<file path="src/rtl/swap_arbiter.sv">
// Two-requester arbiter sharing one 32-bit byte-order transform unit.
// Ports:
//   clk, rst (sync, active-high)
//   reqN_valid/data/mode in, reqN_ready out (N = 0, 1)
//   resp_valid/data/id out, resp_ready in
//   served0/served1: per-requester accept counters (CNT_W bits)
module swap_arbiter #(
  parameter int CNT_W = 16
) (
  input  logic             clk,
  input  logic             rst,
  input  logic             req0_valid,
  input  logic [31:0]      req0_data,
  input  logic [1:0]       req0_mode,
  output logic             req0_ready,
  input  logic             req1_valid,
  input  logic [31:0]      req1_data,
  input  logic [1:0]       req1_mode,
  output logic             req1_ready,
  output logic             resp_valid,
  output logic [31:0]      resp_data,
  output logic             resp_id,
  input  logic             resp_ready,
  output logic [CNT_W-1:0] served0,
  output logic [CNT_W-1:0] served1
);

  typedef enum logic {
    EMPTY = 1'b0,
    FULL  = 1'b1
  } state_t;

  state_t state_q, state_d;

  logic             rr_q;
  logic [31:0]      data_q;
  logic             id_q;
  logic [CNT_W-1:0] served0_q;
  logic [CNT_W-1:0] served1_q;

  logic        any_v;
  logic        gnt;
  logic        acc_ok;
  logic        accept;
  logic [31:0] sel_data;
  logic [1:0]  sel_mode;

  function automatic logic [31:0] xform(
    input logic [31:0] d,
    input logic [1:0]  m
  );
    logic [31:0] r;
    r = d;
    unique case (m)
      2'b00: r = d;
      2'b01: r = {d[7:0], d[15:8], d[23:16], d[31:24]};
      2'b10: r = {d[15:0], d[31:16]};
      2'b11: r = {d[23:16], d[31:24], d[7:0], d[15:8]};
      default: r = d;
    endcase
    return r;
  endfunction

  // The round-robin pointer only matters on contention;
  // a lone requester is always the grantee.
  assign any_v  = req0_valid | req1_valid;
  assign gnt    = (req0_valid & req1_valid) ? rr_q : req1_valid;
  // Full register may drain and refill in the same cycle.
  assign acc_ok = !rst && ((state_q == EMPTY) || resp_ready);
  assign accept = acc_ok & any_v;

  assign req0_ready = accept & ~gnt;
  assign req1_ready = accept & gnt;

  assign sel_data = gnt ? req1_data : req0_data;
  assign sel_mode = gnt ? req1_mode : req0_mode;

  always_comb begin
    state_d = state_q;
    unique case (state_q)
      EMPTY: begin
        if (accept) state_d = FULL;
      end
      FULL: begin
        if (!accept && resp_ready) state_d = EMPTY;
      end
      default: state_d = EMPTY;
    endcase
  end

  always_ff @(posedge clk) begin
    if (rst) begin
      state_q   <= EMPTY;
      rr_q      <= 1'b0;
      data_q    <= '0;
      id_q      <= 1'b0;
      served0_q <= '0;
      served1_q <= '0;
    end else begin
      state_q <= state_d;
      if (accept) begin
        data_q <= xform(sel_data, sel_mode);
        id_q   <= gnt;
        rr_q   <= ~gnt;
      end
      if (req0_ready) served0_q <= served0_q + 1'b1;
      if (req1_ready) served1_q <= served1_q + 1'b1;
    end
  end

  assign resp_valid = (state_q == FULL);
  assign resp_data  = data_q;
  assign resp_id    = id_q;
  assign served0    = served0_q;
  assign served1    = served1_q;

endmodule

</file>
<file path="config.mk">
export PLATFORM = sky130hd
export DESIGN_NAME = swap_arbiter
export DESIGN_NICKNAME = d
export VERILOG_FILES = /design/src/rtl/swap_arbiter.sv
export SDC_FILE = /design/constraint.sdc
export NUM_CORES = 1
export LEC_CHECK = 0
export BUFFER_PORTS_ARGS = -buffer_cell sky130_fd_sc_hd__buf_2
export CORE_MARGIN = 4
export CORE_UTILIZATION = 50
export DETAILED_ROUTE_END_ITERATION = 7
export GPL_TIMING_DRIVEN = 1
export PLACE_DENSITY_LB_ADDON = 0.12
export REMOVE_ABC_BUFFERS = 1
export SLEW_MARGIN = 25
export SYNTH_ARGS = -nofsm -noshare
export SYNTH_HDL_FRONTEND = slang
export SYNTH_SLANG_ARGS = --single-unit
</file>
<file path="constraint.sdc">
create_clock -name clk -period 3.3 [get_ports clk]
set_input_delay 0 -clock clk [delete_from_list [all_inputs] [get_ports clk]]
set_output_delay 0 -clock clk [all_outputs]
set_load 0.05 [all_outputs]
</file>
# == Yosys cells after proc, flatten, opt, wreduce, memory -nomap -nowiden ==
# Index checks and enable logic that the tools add are counted.
# totals
output_inout_bits,68
register_bits,67
inputBits,73
wordCells,31
# op_classes
mux,7
n_reduce_logical,6
n_eq_ne,3
bitwise_logic,7
n_addsub,2
# op_table
cell,count
$pmux W32 S4,1
$add A16 B1 Y16 const B,2
$mux W32,1
$and A1 B1 Y1,4
$eq A2 B2 Y1 const B,2
$mux W1,3
$eq A2 B1 Y1 const B,1
$logic_and A1 B1 Y1,2
$logic_not A1 Y1,2
$logic_not A2 Y1,1
$mux W2,1
$not A1 Y1,2
$pmux W1 S2,1
$logic_or A1 B1 Y1,1
$or A1 B1 Y1,1

# == Logic depth before layout (Yosys ltp) ==
# logic_depth
depth_word,8
ltp_mapped,9

# == Worst setup path after synthesis ==
# No wires, ideal clock.
# synth_timing
kind,flip-flop to flip-flop
from,"reg state_q, in the netlist resp_valid"
to,"reg data_q[25], in the netlist resp_data[25]"
slack_ps,1123
setup_time_ps,120
path_stages_with_launch,9
t_arrival_ps,2058
path_cell_list,dfxtp_1 > nor2b_1 > nor3_4 > nand2_4 > clkinv_4 > buf_2 > o21ai_0 > a211oi_1 > a211o_1
# synth_via
elab_chain_len,4
# synth_rtl
item,line_no,text
from (decl),33,"state_t state_q, state_d;"
from (signal assigned),100,state_q <= state_d;
$not A1 Y1,n/a,
$logic_or A1 B1 Y1,69,assign acc_ok = !rst && ((state_q == EMPTY) || resp_ready);
$logic_and A1 B1 Y1,69,
$and A1 B1 Y1,70,assign accept = acc_ok & any_v;
to (signal assigned),102,"data_q <= xform(sel_data, sel_mode);"
to (decl),36,logic [31:0] data_q;
# No other way between the ends.
# A chain may end at the register's enable or synchronous reset.

# == Worst setup path after layout ==
# layout_timing
from,reg rr_q
to,"reg data_q[28], in the netlist resp_data[28]"
# layout_via
elab_chain_len,4
word_cells_on_any_way,8
# layout_rtl
item,line_no,text
from (decl),35,logic rr_q;
from (signal assigned),104,rr_q <= ~gnt;
$mux W1 (*),67,assign gnt = (req0_valid & req1_valid) ? rr_q : req1_valid;
$mux W2,76,assign sel_mode = gnt ? req1_mode : req0_mode;
"$eq A2 B2 Y1, or another cell as far along",54,unique case (m)
$pmux W32 S4 (*),54,
# Every way passes the cells marked *; elsewhere a longest branch is shown, timed or not.

==> results by group <==
Outcome
  • Result of the run: completed

Drt
  • Routed len/inst: 17.3 um
  • Detailed Route WL: 12900 um
  • Top sig layer: met4
  • DR vias/cell: 5.94
  • Routed length on met1: 5740 um
  • Met2 WL: 5920 um
  • WL met3: 1100 um
  • Vias: 4417
  • DRT iter0 DRCs: 208
  • Drt first pass iters: 5
  • ANT nets after route: 0
  • DRC: 0

CTS
  • Clk pin slew, worst setup/hold paths: 0.08 ns
  • Worst-Skew Late Latency: 0.35 ns
  • Hold Buf Count CTS: 3
  • CTS tree: built
  • Post-CTS Resized: 0
  • Max H-tree Level: 3
  • Post-CTS Setup Repair Bufs: 0
  • CTS buffer count: 9
  • Root Buffer: clkbuf_8
  • CTS Buffer Depth: 2
  • Clk sinks: 67

Power and ir drop
  • Leak: 2.33 nW
  • Max VDD drop: 0.282 mV
  • PD cells: 456 mW/mm^2

Cells and area
  • Area grow syn2layout: 22.0%
  • Nets: 710
  • Share of cells above drive strength 1: 35.2%
  • Number of diodes: 0
  • Final non-filler cell total: 744

Run
  • Max-cap violations: 0

Logic synthesis
  • Syn Area/Cell: 8.57 sq um
  • Main flop type after synthesis: dfxtp_1
  • Cell variety after synth: 54
  • Sequential area share after synthesis: 30.5%
  • Async SR Flop Fraction: 0%
  • Synth warn: 0
  • Post-synth top cells: 68 x o21ai_0, 67 x dfxtp_1, 47 x mux2_2
  • Post-synthesis cell count: 513
  • Post-synthesis cell area: 0.00439 sq mm
  • Largest cells by area after synthesis: dfxtp_1 31%, mux2_2 12%, mux2i_1 8.2%, o21ai_0 7.7%, nor2_1 3.0%
  • Yosys top cell area share: 30.5%
  • Most common cell in the synthesized netlist: o21ai_0
  • Post-synthesis register bit count: 67
  • Post-synth top area cell: dfxtp_1
  • Number of flops mapped to enable cells by yosys: 0

STA
  • Final Hold Vio Count: 0
  • Relative slew slack: 35.5%
  • Min Clock Period, post-route: 2.36 ns
  • Max Slew Vio Count: 0
  • FMAX: 0.424 GHz
  • Slew @ Worst Pin: 0.968 ns
  • Final Cycle Share: 71.4%
  • RSZ-0062 raised after global routing: false
  • Final setup viols: 0
  • Worst clock skew: 0.0105 ns
  • Sum Neg Setup Slack: 0 ns

Floorplan
  • Initial Utilization: 52.4%
  • Core area: 0.00838 sq mm
  • Die Y: 102 um
  • FP Rows: 33
  • IO Count: 141
  • Die area: 0.0104 sq mm
  • Die X-Extent: 102 um

Global route
  • First-pass GRT wire length: 20500 um
  • Vias in the first global route: 4221
  • Initial antenna violation count: 0
  • Largest net degree at the start of global routing: 44
  • GRT Residual Overflow: 0
  • Total Routing Usage GR: 24.8%

Setup path
  • Startpoint types: register
  • Crit Reg-Reg Endpoint: resp_data[28]
  • Reg2Reg Depth: 5
  • CP Data Required Time: 3.54 ns
  • Critical path endpoint category: register
  • WP data arrival: 2.60 ns
  • Critical path class: register to register
  • R2R Path Start: rr_q
  • Reg2Reg Setup Slack: 0.94 ns
  • Crit Path Max Fanout: 17

Placed design
  • Gpl congestion: 0.883
  • Placed insts: 726
  • Port bufs: 140
  • Post-DP HPWL: 9090 um

Worst hold path
  • Worst Hold Launch: req0_data[4]
  • Hold path depth: 3
  • Min-delay worst type: input pin to register
  • Hold EP: resp_data[28]
-- how the worst max path moves through the flow --
stage | slack, ns | end | cells after the start | start
finish | 0.94 | resp_data[28] | 5 | rr_q
global route | 0.85 | resp_data[27] | 8 | req0_valid
CTS | 1.01 | resp_data[28] | 5 | rr_q
detailed placement | 1.01 | resp_data[28] | 5 | rr_q
global placement | 1.10 | resp_data[28] | 5 | rr_q
floorplan | 0.98 | served1[6] | 5 | resp_valid
-- final cells by class --
type	count	area, sq um
timing repair buffer	148	768
sequential	67	1340
clock buffer	9	124
clock inverter	6	115
tap	105	131
multi-input combinational	398	2840
fill	733	3020
inverter	11	46.3
-- layer usage --
metal	vias up	track usage [%]
li1	2134	-
met1	2079	32.9
met2	188	39.8
met3	16	5.92
met4	0	7.67
met5	-	0
-- power by group --
part	total, W	internal, W	switching, W
clock network	0.000841	0.000500	0.000340
logic	0.000696	0.000230	0.000467
registers	0.000905	0.000868	0.0000370
total	0.00244	0.00160	0.000844
-- per-stage QoR --
stage	instance area [sq um]	total power [W]	hold WS (ns)	setup WS (ns)	utilization, %
2_1_floorplan	4220	0.00138	0.0691	0.983	-
3_3_place_gp	5090	0.00160	0.290	1.10	60.8
3_5_place_dp	5090	0.00161	0.302	1.01	60.8
4_1_cts	5360	0.00245	0.0175	1.01	64.0
5_1_grt	5360	0.00254	0.0542	0.849	64.0
6_report	5360	0.00244	0.0398	0.942	64.0
-- state kept, by name, indices dropped and copies added, names as in the netlist --
signal,count
served0,16
resp_data,32
resp_id,1
served1,16
rr_q,1
resp_valid,1
-- placed cells by master (no fill, tap or decap), types with 3 or more instances in the layout --
cell	count
nor4b_1	4
o21ai_0	68
nor3_1	9
nand3_1	22
xnor2_1	7
clkbuf_8	9
dfxtp_1	67
and2_1	3
nor4_1	6
o21ai_1	6
buf_2	140
or3_1	6
mux2_2	47
a211oi_1	14
nand4_1	12
or4_1	3
nor2_1	35
nor2b_1	6
a21oi_1	24
a211o_1	5
mux2i_1	36
xor2_1	14
nand2_1	23
clkinv_4	3
inv_1	8
nand3b_1	5
bufinv_16	3
buf_4	5
mux4_2	4
o31ai_1	4
o211ai_1	5
dlygate4sd3_1	3
and3_1	5
-- worst max-delay path: stages (launching register included) --
cell	delay (ns)
dfxtp_1	0.34
nand2b_1	0.20
and2_0	0.49
nor2_4	0.58
mux2_2	0.39
a211o_1	0.25
-- kinds of logic (layout without fill, tap and decap cells) --
group	Yosys count	count (layout)	share of synthesized area (%)
simple gates	152	152	19.3
compound gates	136	136	18.2
fa+ha+maj	2	2	0.569
buf+inv	48	174	4.95
flops	67	67	30.5
mux	87	87	22.3
xor+xnor	21	21	4.19
(Power assumes the default switching activity.)
